<file path="src/rtl/alarm_ring_ctrl.sv">
// alarm_ring_ctrl: ring / snooze / dismiss sequencer driving the alarm buzzer
module alarm_ring_ctrl #(
   parameter int RING_SEC   = 60,
   parameter int SNOOZE_SEC = 300,
   parameter int MAX_SNOOZE = 3,
   parameter int BEEP_DIV   = 12500000
) (
   input  logic       CLK,
   input  logic       RSTN,
   input  logic       AL,
   input  logic       MATCH,
   input  logic       TICK_1HZ,
   input  logic       KEY0,
   input  logic       KEY1,
   output logic       BUZZ,
   output logic       RINGING,
   output logic       SNOOZED,
   output logic [2:0] SNOOZE_CNT
);
   localparam int MX = (RING_SEC > SNOOZE_SEC) ? RING_SEC : SNOOZE_SEC;
   localparam int SW = $clog2(MX + 1);
   localparam int BW = $clog2(BEEP_DIV + 1);
   localparam logic [SW-1:0] RING_LAST = SW'(RING_SEC - 1);
   localparam logic [SW-1:0] SNZ_LAST  = SW'(SNOOZE_SEC - 1);
   localparam logic [BW-1:0] BEEP_LAST = BW'(BEEP_DIV - 1);
   localparam logic [2:0]    SNZ_MAX   = 3'(MAX_SNOOZE);

   typedef enum logic [1:0] {IDLE, RING, SNOOZE, DONE} state_t;

   state_t        state;
   logic [1:0]    sync0, sync1;
   logic          key0_q, key1_q, match_s, match_q;
   logic [SW-1:0] sec_cnt;
   logic [BW-1:0] beep_cnt;
   logic          press0, press1, match_rise, can_snz, ring_to, snz_to;

   assign press0     = sync0[1] & ~key0_q;
   assign press1     = sync1[1] & ~key1_q;
   assign match_rise = match_s & ~match_q;
   assign can_snz    = SNOOZE_CNT < SNZ_MAX;
   assign ring_to    = TICK_1HZ && sec_cnt == RING_LAST;
   assign snz_to     = TICK_1HZ && sec_cnt == SNZ_LAST;
   assign RINGING    = state == RING;
   assign SNOOZED    = state == SNOOZE;

   always_ff @(posedge CLK or negedge RSTN) begin
      if (!RSTN) begin
         state      <= IDLE;
         sync0      <= '0;
         sync1      <= '0;
         key0_q     <= 1'b0;
         key1_q     <= 1'b0;
         match_s    <= 1'b0;
         match_q    <= 1'b0;
         sec_cnt    <= '0;
         beep_cnt   <= '0;
         BUZZ       <= 1'b0;
         SNOOZE_CNT <= '0;
      end else begin
         sync0   <= {sync0[0], KEY0};
         sync1   <= {sync1[0], KEY1};
         key0_q  <= sync0[1];
         key1_q  <= sync1[1];
         match_s <= MATCH;
         match_q <= match_s;
         if (AL) begin
            state      <= IDLE;
            sec_cnt    <= '0;
            beep_cnt   <= '0;
            BUZZ       <= 1'b0;
            SNOOZE_CNT <= '0;
         end else begin
            case (state)
               IDLE: if (match_rise) begin
                  state      <= RING;
                  sec_cnt    <= '0;
                  beep_cnt   <= '0;
                  BUZZ       <= 1'b1;
                  SNOOZE_CNT <= '0;
               end
               RING: if (press0 || (ring_to && !can_snz)) begin
                  state   <= DONE;
                  sec_cnt <= '0;
                  BUZZ    <= 1'b0;
               end else if ((press1 || ring_to) && can_snz) begin
                  state      <= SNOOZE;
                  sec_cnt    <= '0;
                  BUZZ       <= 1'b0;
                  SNOOZE_CNT <= SNOOZE_CNT + 3'd1;
               end else begin
                  sec_cnt  <= sec_cnt + SW'(TICK_1HZ);
                  BUZZ     <= (beep_cnt == BEEP_LAST) ? ~BUZZ : BUZZ;
                  beep_cnt <= (beep_cnt == BEEP_LAST) ? '0 : beep_cnt + BW'(1);
               end
               SNOOZE: if (press0) begin
                  state   <= DONE;
                  sec_cnt <= '0;
               end else if (snz_to) begin
                  state    <= RING;
                  sec_cnt  <= '0;
                  beep_cnt <= '0;
                  BUZZ     <= 1'b1;
               end else begin
                  sec_cnt <= sec_cnt + SW'(TICK_1HZ);
               end
               DONE: if (!match_s) begin
                  state   <= IDLE;
                  sec_cnt <= '0;
               end
               default: state <= IDLE;
            endcase
         end
      end
   end
endmodule

</file>
<file path="config.mk">
export PLATFORM = sky130hd
export DESIGN_NAME = alarm_ring_ctrl
export DESIGN_NICKNAME = d
export VERILOG_FILES = /design/src/rtl/alarm_ring_ctrl.sv
export SDC_FILE = /design/constraint.sdc
export NUM_CORES = 1
export LEC_CHECK = 0
export ABC_CLOCK_PERIOD_IN_PS = 2950
export CORE_MARGIN = 5
export CORE_UTILIZATION = 40
export CTS_BUF_LIST = sky130_fd_sc_hd__clkbuf_4
export CTS_CLUSTER_DIAMETER = 150
export CTS_CLUSTER_SIZE = 25
export DETAILED_ROUTE_END_ITERATION = 8
export HOLD_SLACK_MARGIN = 0.03
export PLACE_DENSITY = 0.55
export SKIP_CTS_REPAIR_TIMING = 1
export SYNTH_ARGS = -nofsm -noshare
export SYNTH_HDL_FRONTEND = slang
export SYNTH_SLANG_ARGS = --single-unit
</file>
<file path="constraint.sdc">
create_clock -name CLK -period 2.95 [get_ports CLK]
set_clock_uncertainty 0.15 [all_clocks]
set_input_delay 0.59 -clock CLK [delete_from_list [all_inputs] [get_ports CLK]]
set_output_delay 0.59 -clock CLK [all_outputs]
set_load 0.01 [all_outputs]
</file>
==> results.json, run 1 <==
{
  "run_status": "finished, final reports clean",
  "p_leak_nw": 1.257,
  "synth_compound_area_share_pct": 22.09,
  "io_buffers": 12,
  "ys_types": 56,
  "setup_tns_ps": 0,
  "gp_congestion": 0.8200,
  "tightest_slew_ps": 587.4,
  "crit_fanout": 8,
  "min_period_over_period_pct": 92.21,
  "drt.antenna.violating_nets": 0,
  "syn_avg_cell_area_um2": 9.459,
  "pre_cts_ws_ps": -64.52,
  "hold_path.class": "flop to flop",
  "fp.dieH_um": 94.23,
  "slowest_stage": "clkdlybuf4s50_1",
  "dpl.hpwl_mm": 5.027,
  "drv_cap": 0,
  "grt_use_met2_pct": 27.07,
  "rsz0062_at_grt": "false",
  "synth_fa_ha_area_share_pct": 3.968,
  "cts_tree": "yes",
  "synthArstFlopShare_pct": 100.0,
  "peakVddDrop_mv": 0.3565,
  "nFillCells": 662,
  "maxSlewHeadroom_pct": 60.54,
  "drive_gt1_share_pct": 12.77,
  "ys.flop_type": "dfrtp_1",
  "clockRootBuffer": "clkbuf_4",
  "drt_iter0_drc": 136,
  "top_usage_layer": "met2",
  "antenna_cells": 0,
  "die-area_mm2": 0.008878,
  "critPathKind": "flop to output port",
  "end_kind": "output port",
  "wl_per_cell_um": 16.40,
  "clock_sinks": 47,
  "drc": 0,
  "path_cells": "inv_1 > ha_1 > clkdlybuf4s50_1",
  "grt_use_met1_pct": 24.54,
  "netlist_area_mm2": 0.002838,
  "grt_pass1_vias": 2482,
  "crit_path_start_kind": "flop",
  "seq_area_frac_synth_pct": 41.45,
  "synthesis.nets": 316,
  "p_per_area_mw_per_mm2": 618.0,
  "area_growth_syn_to_layout_pct": 16.18,
  "cts_buffers": 5,
  "dr.pass1.iters": 4,
  "die_x_um": 94.23,
  "htree_num_levels": 2,
  "avgViaCountPerCell": 5.824,
  "ys_warn_count": 0,
  "synth_simple_gate_area_share_pct": 25.26,
  "io_pins": 13,
  "cp_slowest_stage_delay_ps": 610,
  "fin_crit_ps": 2720,
  "antenna_found_initial": 0,
  "p_sw_share_pct": 35.70,
  "nets": 344,
  "combPwrFrac_pct": 40.6,
  "row_count": 30,
  "wl_mm": 6.969,
  "grt_pass1_wl_mm": 12.33,
  "cts.clk_slew.worst_paths_ps": 150,
  "p_sw_mw": 0.7275,
  "insertion_delay_ps": 370,
  "maxSlewViolCount": 0,
  "synth_enable_flop_cells": 0,
  "core_area_mm2": 0.006832,
  "start_util_pct": 41.54,
  "met3_usage_pct": 2.804,
  "grt_start_max_net_pins": 34,
  "track_usage_pct": 17.41,
  "syn_inst": 300,
  "synth_top_family_by_area": "simple AND/OR/NAND/NOR gates",
  "p_int_mw": 1.310,
  "synth_seq_cells": 47,
  "synthXorXnorAreaFrac_pct": 0,
  "overflow": 0,
  "vias": 2475,
  "final_common_cell": "dfrtp_1",
  "cts_buffer_depth": 2,
  "placed_area_mm2": 0.003182,
  "finalPower_mw": 2.038,
  "fin_ws_ps": 229.7,
  "clockPowerShare_pct": 23.9,
  "seqPwrFrac_pct": 35.5,
  "design_area_mm2": 0.003297,
  "fmax_mhz": 367.6,
  "hold_violations": 0,
  "synthMuxAreaShare_pct": 1.455,
  "layout_common_cells": "dfrtp_1, nand2_1, inv_1",
  "setup_violations": 0,
  "cp.required_ps": 2210,
  "arrival_ps": 1980
}
## flip-flops by register name (all words and copies together) (netlist names)
register,count
key1_q,1
sec_cnt,9
SNOOZE_CNT,3
beep_cnt,24
match_q,1
sync1,2
sync0,2
key0_q,1
match_s,1
state,2
BUZZ,1
## cell type report
type / instances / area [um2] / area share [%]
clock buffers: 6 / 45.04 / 1.366
inverters: 22 / 82.58 / 2.505
multi-input cells: 217 / 1498 / 45.43
well taps: 96 / 120.1 / 3.643
clock inverters: 2 / 60.06 / 1.822
repair buffers: 35 / 315.3 / 9.564
flip-flops and latches: 47 / 1176 / 35.67
## stage by stage
stage,utilization [%],hold slack [ps],cells
finish,48.26,216.7,425
global route,48.26,230.1,425
global placement,46.58,183.3,416
CTS,48.11,1.999,424
floorplan,-,144.4,300
detailed placement,46.58,185.5,416
## cell families (layout without fill, tap and decap cells)
family / Yosys count / count (layout)
fa+ha+maj: 9 / 9
compound gates: 86 / 86
mux: 4 / 4
buf+inv: 36 / 65
simple gates: 118 / 118
flops: 47 / 47
## cell usage after synthesis, types with 2 or more instances
library cell	number	area [um2]
o41ai_1	3	26.28
and4_1	3	26.28
nand4_1	18	112.6
o21ai_0	4	20.02
buf_6	3	33.78
nor3_1	2	10.01
nand2b_1	7	43.79
nor4_1	2	12.51
mux2i_1	3	30.03
dfrtp_1	47	1176
a22o_1	2	17.52
and3_1	6	37.54
or4b_1	2	20.02
nor2b_1	5	31.28
nor4_2	2	25.02
a31o_1	2	17.52
nand2_1	24	90.09
a31oi_1	5	31.28
a2bb2oi_1	2	17.52
or3_1	2	12.51
o21ai_1	6	30.03
o22ai_1	11	68.82
nand4bb_1	2	22.52
buf_2	2	10.01
a21oi_1	17	85.08
nand3_1	20	100.1
o32ai_1	3	26.28
or4_1	6	45.04
inv_1	21	78.83
o31ai_1	5	37.54
nor4b_1	2	17.52
nor2_1	7	26.28
a32o_1	2	20.02
and2_1	3	18.77
a211oi_1	13	97.59
clkbuf_1	8	30.03
ha_1	9	112.6
## power by group through the flow
| stage | clock network [mW] | logic, mW | registers, mW |
|---|---|---|---|
| after floorplan | 0 | 0.542 | 0.730 |
| after global placement | 0 | 0.824 | 0.735 |
| after detailed placement | 0 | 0.826 | 0.736 |
| after CTS | 0.507 | 0.828 | 0.723 |
| after global routing | 0.541 | 0.910 | 0.730 |
| final | 0.487 | 0.826 | 0.724 |
## layer usage
metal  vias up  share of wire (%)
met5         -                  0
met3        11                3.4
met1      1196                 49
li1       1212                  -
met4         0                1.4
met2        56                 46
## worst max-delay path, delay by kind of cell (launching register included)
kind | cells | cell delay (ps)
adders and majority gates | 1 | 390
DFF | 1 | 440
buffers and inverters | 2 | 780
## worst paths after layout
kind                            slack [ps]  depth (start not counted)  startpoint      endpoint
worst max-delay path                   230                          3    state[1]       RINGING
worst min-delay path                   220                          0    sync1[0]      sync1[1]
worst max register to register         340                          7    state[1]  beep_cnt[18]
max in group asynchronous             1510                          3        RSTN  beep_cnt[18]
min in group asynchronous              550                          2        RSTN          BUZZ
worst min register to register         220                          0    sync1[0]      sync1[1]
Note: power is estimated with default switching activity, not from simulation.
==> run 2, diff against run 1 <==
--- a/config.mk
+++ b/config.mk
@@ -6,7 +6,6 @@
 export NUM_CORES = 1
 export LEC_CHECK = 0
 export ABC_CLOCK_PERIOD_IN_PS = 2950
-export CORE_MARGIN = 5
 export CORE_UTILIZATION = 40
 export CTS_BUF_LIST = sky130_fd_sc_hd__clkbuf_4
 export CTS_CLUSTER_DIAMETER = 150
@@ -15,6 +14,7 @@
 export HOLD_SLACK_MARGIN = 0.03
 export PLACE_DENSITY = 0.55
 export SKIP_CTS_REPAIR_TIMING = 1
+export SLEW_MARGIN = 10
 export SYNTH_ARGS = -nofsm -noshare
 export SYNTH_HDL_FRONTEND = slang
 export SYNTH_SLANG_ARGS = --single-unit
==> run 2 against run 1 <==
  * Fmax is 0.13% higher
  * Clock-buffer cell count decreased by 1
  * Setup slack improved by 3.6 ps
  * Highest routed layer unchanged
  * Non-clock buffer count fell by 3
==> results.json, run 2 (same netlist as run 1, synthesis figures left out) <==
{
  "cts_buffer_depth": 2,
  "nets": 341,
  "reg2reg_depth": 8,
  "io_buffers": 12,
  "largest_reg_flops": 24,
  "grt_pass1_wl_mm": 11.62,
  "critPathCapture": "RINGING",
  "htree_num_levels": 2,
  "avgViaCountPerCell": 5.810,
  "r2r_setup_slack_ps": 400,
  "track_usage_pct": 19.70,
  "met1Wirelength_mm": 3.337,
  "vias": 2452,
  "post-route-util_pct": 47.20,
  "setup_violations": 0,
  "clockPowerShare_pct": 17.2,
  "fp.dieH_um": 86.23,
  "drt_iter0_drc": 99,
  "seqPwrFrac_pct": 39.0,
  "timing.rr.start": "state[1]",
  "setup_tns_ps": 0,
  "p_sw_share_pct": 39.58,
  "combPwrFrac_pct": 43.9,
  "wl_met2_mm": 3.203,
  "clock_sinks": 47,
  "cts_tree": "yes",
  "crit_path_start_kind": "flop",
  "antenna_found_initial": 0,
  "top_layer": "met4",
  "fmax_mhz": 368.1,
  "insertion_delay_ps": 370,
  "final_common_cell": "dfrtp_1",
  "overflow": 0,
  "path_cells": "inv_1 > ha_1 > clkdlybuf4s50_1",
  "reg_top3": "beep_cnt: 24 flops, sec_cnt: 9 flops, SNOOZE_CNT: 3 flops",
  "hold_path.class": "primary input to async pin",
  "die_x_um": 86.23,
  "crit_family": "buffers and inverters",
  "start_util_pct": 41.54,
  "placed_area_mm2": 0.003167,
  "route.met3.wl_um": 142,
  "run_status": "finished, final reports clean",
  "tightest_slew_ps": 624.4,
  "end_kind": "output port",
  "fin_crit_ps": 2717,
  "maxSlewViolCount": 0,
  "drt.antenna.violating_nets": 0,
  "hold_slack_ps": 132.9,
  "finalPower_mw": 1.865,
  "cts_buffers": 5,
  "crit_buf_inv": 2,
  "crit_fanout": 8,
  "peakVddDrop_mv": 0.2186,
  "arrival_ps": 1980,
  "cts.clk_slew.worst_paths_ps": 160,
  "drv_cap": 0,
  "wl_per_cell_um": 16.02,
  "design_area_mm2": 0.003224,
  "gp_congestion": 0.8183,
  "fin_cells": 422,
  "cp_slowest_stage_delay_ps": 600,
  "timing.rr.end": "beep_cnt[18]",
  "maxSlewHeadroom_pct": 58.37,
  "grt_start_max_net_pins": 48,
  "max_flop_register": "beep_cnt",
  "slowest_stage": "clkdlybuf4s50_1",
  "drive_gt1_share_pct": 11.96,
  "p_leak_nw": 1.215,
  "grt_pass1_vias": 2319,
  "p_sw_mw": 0.7382,
  "min_period_over_period_pct": 92.09,
  "rsz0062_at_grt": "false",
  "antenna_cells": 0,
  "post-place-cells": 414,
  "io_pins": 13,
  "row_count": 30,
  "hold_violations": 0,
  "clockRootBuffer": "clkbuf_4",
  "drc": 0,
  "core_area_mm2": 0.006832,
  "dpl.hpwl_mm": 4.757,
  "layout_common_cells": "dfrtp_1, nand2_1, inv_1",
  "critPathLaunch": "state[1]",
  "p_int_mw": 1.127,
  "fin_ws_ps": 233.3,
  "dr.pass1.iters": 4,
  "pre_cts_ws_ps": 21.97,
  "wl_mm": 6.761,
  "p_per_area_mw_per_mm2": 578.4,
  "critPathKind": "flop to output port",
  "cp.required_ps": 2210,
  "path_depth": 3,
  "die-area_mm2": 0.007435,
  "area_growth_syn_to_layout_pct": 13.62,
  "nFillCells": 658
}
run 2: cell count changes in the layout (fill, tap and decap cells not counted):
cell           before  now
buf_4              20   18
bufinv_16           2    0
clkbuf_4            6    5
clkinv_1            0    1
clkinv_4            0    1
clkinvlp_4          0    1
dlygate4sd3_1       1    0
run 2: metal layers:
| metal | up-vias | track usage (%) |
|---|---|---|
| met5 | - | 0 |
| met4 | 0 | 5.303 |
| met3 | 7 | 2.667 |
| met2 | 23 | 31.75 |
| met1 | 1213 | 27.88 |
| li1 | 1209 | - |
run 2: layout make-up:
cell class	instances	area (um2)	area share, %
Multi-Input combinational cell	217	1498	46.45
Timing Repair Buffer	32	290.3	9.003
Clock buffer	5	37.54	1.164
Sequential cell	47	1176	36.48
Inverter	22	82.58	2.561
Tap cell	96	120.1	3.725
Clock inverter	3	20.02	0.6209
run 2: worst min-delay path by stage:
stage / startpoint / to / slack [ps]
2_1_floorplan: RSTN / BUZZ / 140
5_1_grt: RSTN / sync0[1] / 170
4_1_cts: RSTN / sync0[1] / 160
3_5_place_dp: sync0[0] / sync0[1] / 190
6_report: RSTN / sync0[1] / 130
3_3_place_gp: sync1[0] / sync1[1] / 180
run 2: worst register-to-register path, cell delays in order (launching register included):
cell and delay, ps:
dfrtp_1 450, inv_1 180, ha_1 380, nor4_1 90, a31oi_1 260, buf_4 170, nand3_1 150, or4_1 510
a21oi_1 150
run 2: power by group through the flow:
stage                     combinational (mW)  sequential, mW  clock (mW)
after global placement                 0.816           0.738           0
after detailed placement               0.822           0.738           0
after CTS                              0.825           0.726       0.335
final                                  0.819           0.726       0.320
after global routing                   0.906           0.733       0.361
after floorplan                        0.542           0.730           0
==> run 3, diff against run 2 <==
--- a/config.mk
+++ b/config.mk
@@ -6,6 +6,7 @@
 export NUM_CORES = 1
 export LEC_CHECK = 0
 export ABC_CLOCK_PERIOD_IN_PS = 2950
+export CORE_ASPECT_RATIO = 2
 export CORE_UTILIZATION = 40
 export CTS_BUF_LIST = sky130_fd_sc_hd__clkbuf_4
 export CTS_CLUSTER_DIAMETER = 150
==> run 3 against run 2 <==
  * First-iteration DRC count up 75%
  * Via count is 5.2% higher
  * Die area grew 0.28%
  * Sequential share of layout area fell by 1.3 points
  * Flip-flop and latch count unchanged
  * Critical endpoint unchanged
==> results.json, run 3 (same netlist as run 1, synthesis figures left out) <==
{
  "run_status": "finished, final reports clean",
  "io_buffers": 12,
  "tightest_slew_ps": 594.4,
  "crit_path_start_kind": "flop",
  "io_pins": 13,
  "antenna_found_initial": 0,
  "die_x_um": 61.56,
  "grt_pass1_vias": 2588,
  "design_area_mm2": 0.003344,
  "peakVddDrop_mv": 0.3268,
  "drc": 0,
  "drt.antenna.violating_nets": 0,
  "vias": 2579,
  "reg_top3": "beep_cnt: 24 flops, sec_cnt: 9 flops, SNOOZE_CNT: 3 flops",
  "fin_cells": 425,
  "setup_violations": 0,
  "nFillCells": 702,
  "crit_fanout": 8,
  "overflow": 0,
  "hold_violations": 0,
  "critPathKind": "flop to output port",
  "rsz0062_at_grt": "false",
  "grt_start_max_net_pins": 34,
  "fin_crit_ps": 2717,
  "cts_buffer_depth": 2,
  "nets": 350,
  "timing.rr.end": "beep_cnt[18]",
  "wl_per_cell_um": 18.33,
  "row_count": 43,
  "htree_num_levels": 2,
  "min_period_over_period_pct": 92.10,
  "dpl.hpwl_mm": 5.831,
  "core_area_mm2": 0.006887,
  "cp.required_ps": 2210,
  "r2r_setup_slack_ps": 400,
  "max_flop_register": "beep_cnt",
  "post-place-cells": 417,
  "dr.pass1.iters": 4,
  "avgViaCountPerCell": 6.068,
  "hold_path.class": "primary input to async pin",
  "die-area_mm2": 0.007455,
  "drt_iter0_drc": 173,
  "end_kind": "output port",
  "largest_reg_flops": 24,
  "arrival_ps": 1980,
  "fmax_mhz": 368.0,
  "clockRootBuffer": "clkbuf_4",
  "final_common_cell": "dfrtp_1",
  "cts_buffers": 5,
  "placed_area_mm2": 0.003239,
  "start_util_pct": 41.21,
  "timing.rr.start": "state[1]",
  "wl_mm": 7.792,
  "maxSlewViolCount": 0,
  "fin_ws_ps": 233.0,
  "cts_tree": "yes",
  "antenna_cells": 0,
  "reg2reg_depth": 8,
  "maxSlewHeadroom_pct": 60.07,
  "drive_gt1_share_pct": 14.63,
  "p_per_area_mw_per_mm2": 636.6,
  "track_usage_pct": 23.19,
  "gp_congestion": 0.8899,
  "grt_pass1_wl_mm": 12.66,
  "drv_cap": 0,
  "clock_sinks": 47,
  "insertion_delay_ps": 390,
  "area_growth_syn_to_layout_pct": 17.86,
  "cts.clk_slew.worst_paths_ps": 150,
  "pre_cts_ws_ps": -11.14,
  "p_leak_nw": 1.289,
  "fp.dieH_um": 121.1,
  "layout_common_cells": "dfrtp_1, buf_4, nand2_1"
}
## run 3: cell type report
type | instances | area [um2] | share of cell area (%)
inverters | 22 | 82.58 | 2.469
flip-flops and latches | 47 | 1176 | 35.17
clock inverters | 2 | 60.06 | 1.796
multi-input cells | 217 | 1498 | 44.78
clock buffers | 6 | 45.04 | 1.347
well taps | 90 | 112.6 | 3.367
repair buffers | 41 | 370.4 | 11.07
## run 3: worst max-delay path, cell delays in order (launching register included)
cell	delay (ps)
dfrtp_1	450
inv_1	160
ha_1	370
clkdlybuf4s50_1	600
## run 3: per-layer routing
metal	GRT usage, %	up-vias	routed length (um)
met5	0	-	0
met1	24.50	1291	2974
met3	2.878	11	218
li1	-	1221	-
met4	8.194	0	116
met2	43.82	56	4482
## run 3: how the worst max path moves through the flow
stage          slack, ps         end     start
3_3_place_gp          20  sec_cnt[6]  TICK_1HZ
3_5_place_dp         -10  sec_cnt[4]  TICK_1HZ
5_1_grt              110     RINGING  state[1]
4_1_cts              230     RINGING  state[1]
2_1_floorplan        570  sec_cnt[6]  TICK_1HZ
6_report             230     RINGING  state[1]
## run 3: report_power, final
group          switching, mW  total [mW]  internal (mW)
logic                  0.502       0.904          0.402
clock network          0.224       0.498          0.274
registers             0.0449       0.727          0.682
## run 3: through the flow
| stage | setup TNS, ps | total power [mW] | utilization (%) | hold slack (ps) |
|---|---|---|---|---|
| after global placement | 0 | 1.638 | 47.04 | 183.1 |
| after detailed placement | -14.32 | 1.643 | 47.04 | 188.7 |
| final | 0 | 2.129 | 48.56 | 32.81 |
| after CTS | 0 | 2.141 | 48.56 | 31.35 |
| after floorplan | 0 | 1.272 | - | 144.4 |
| after global routing | 0 | 2.261 | 48.56 | 46.71 |
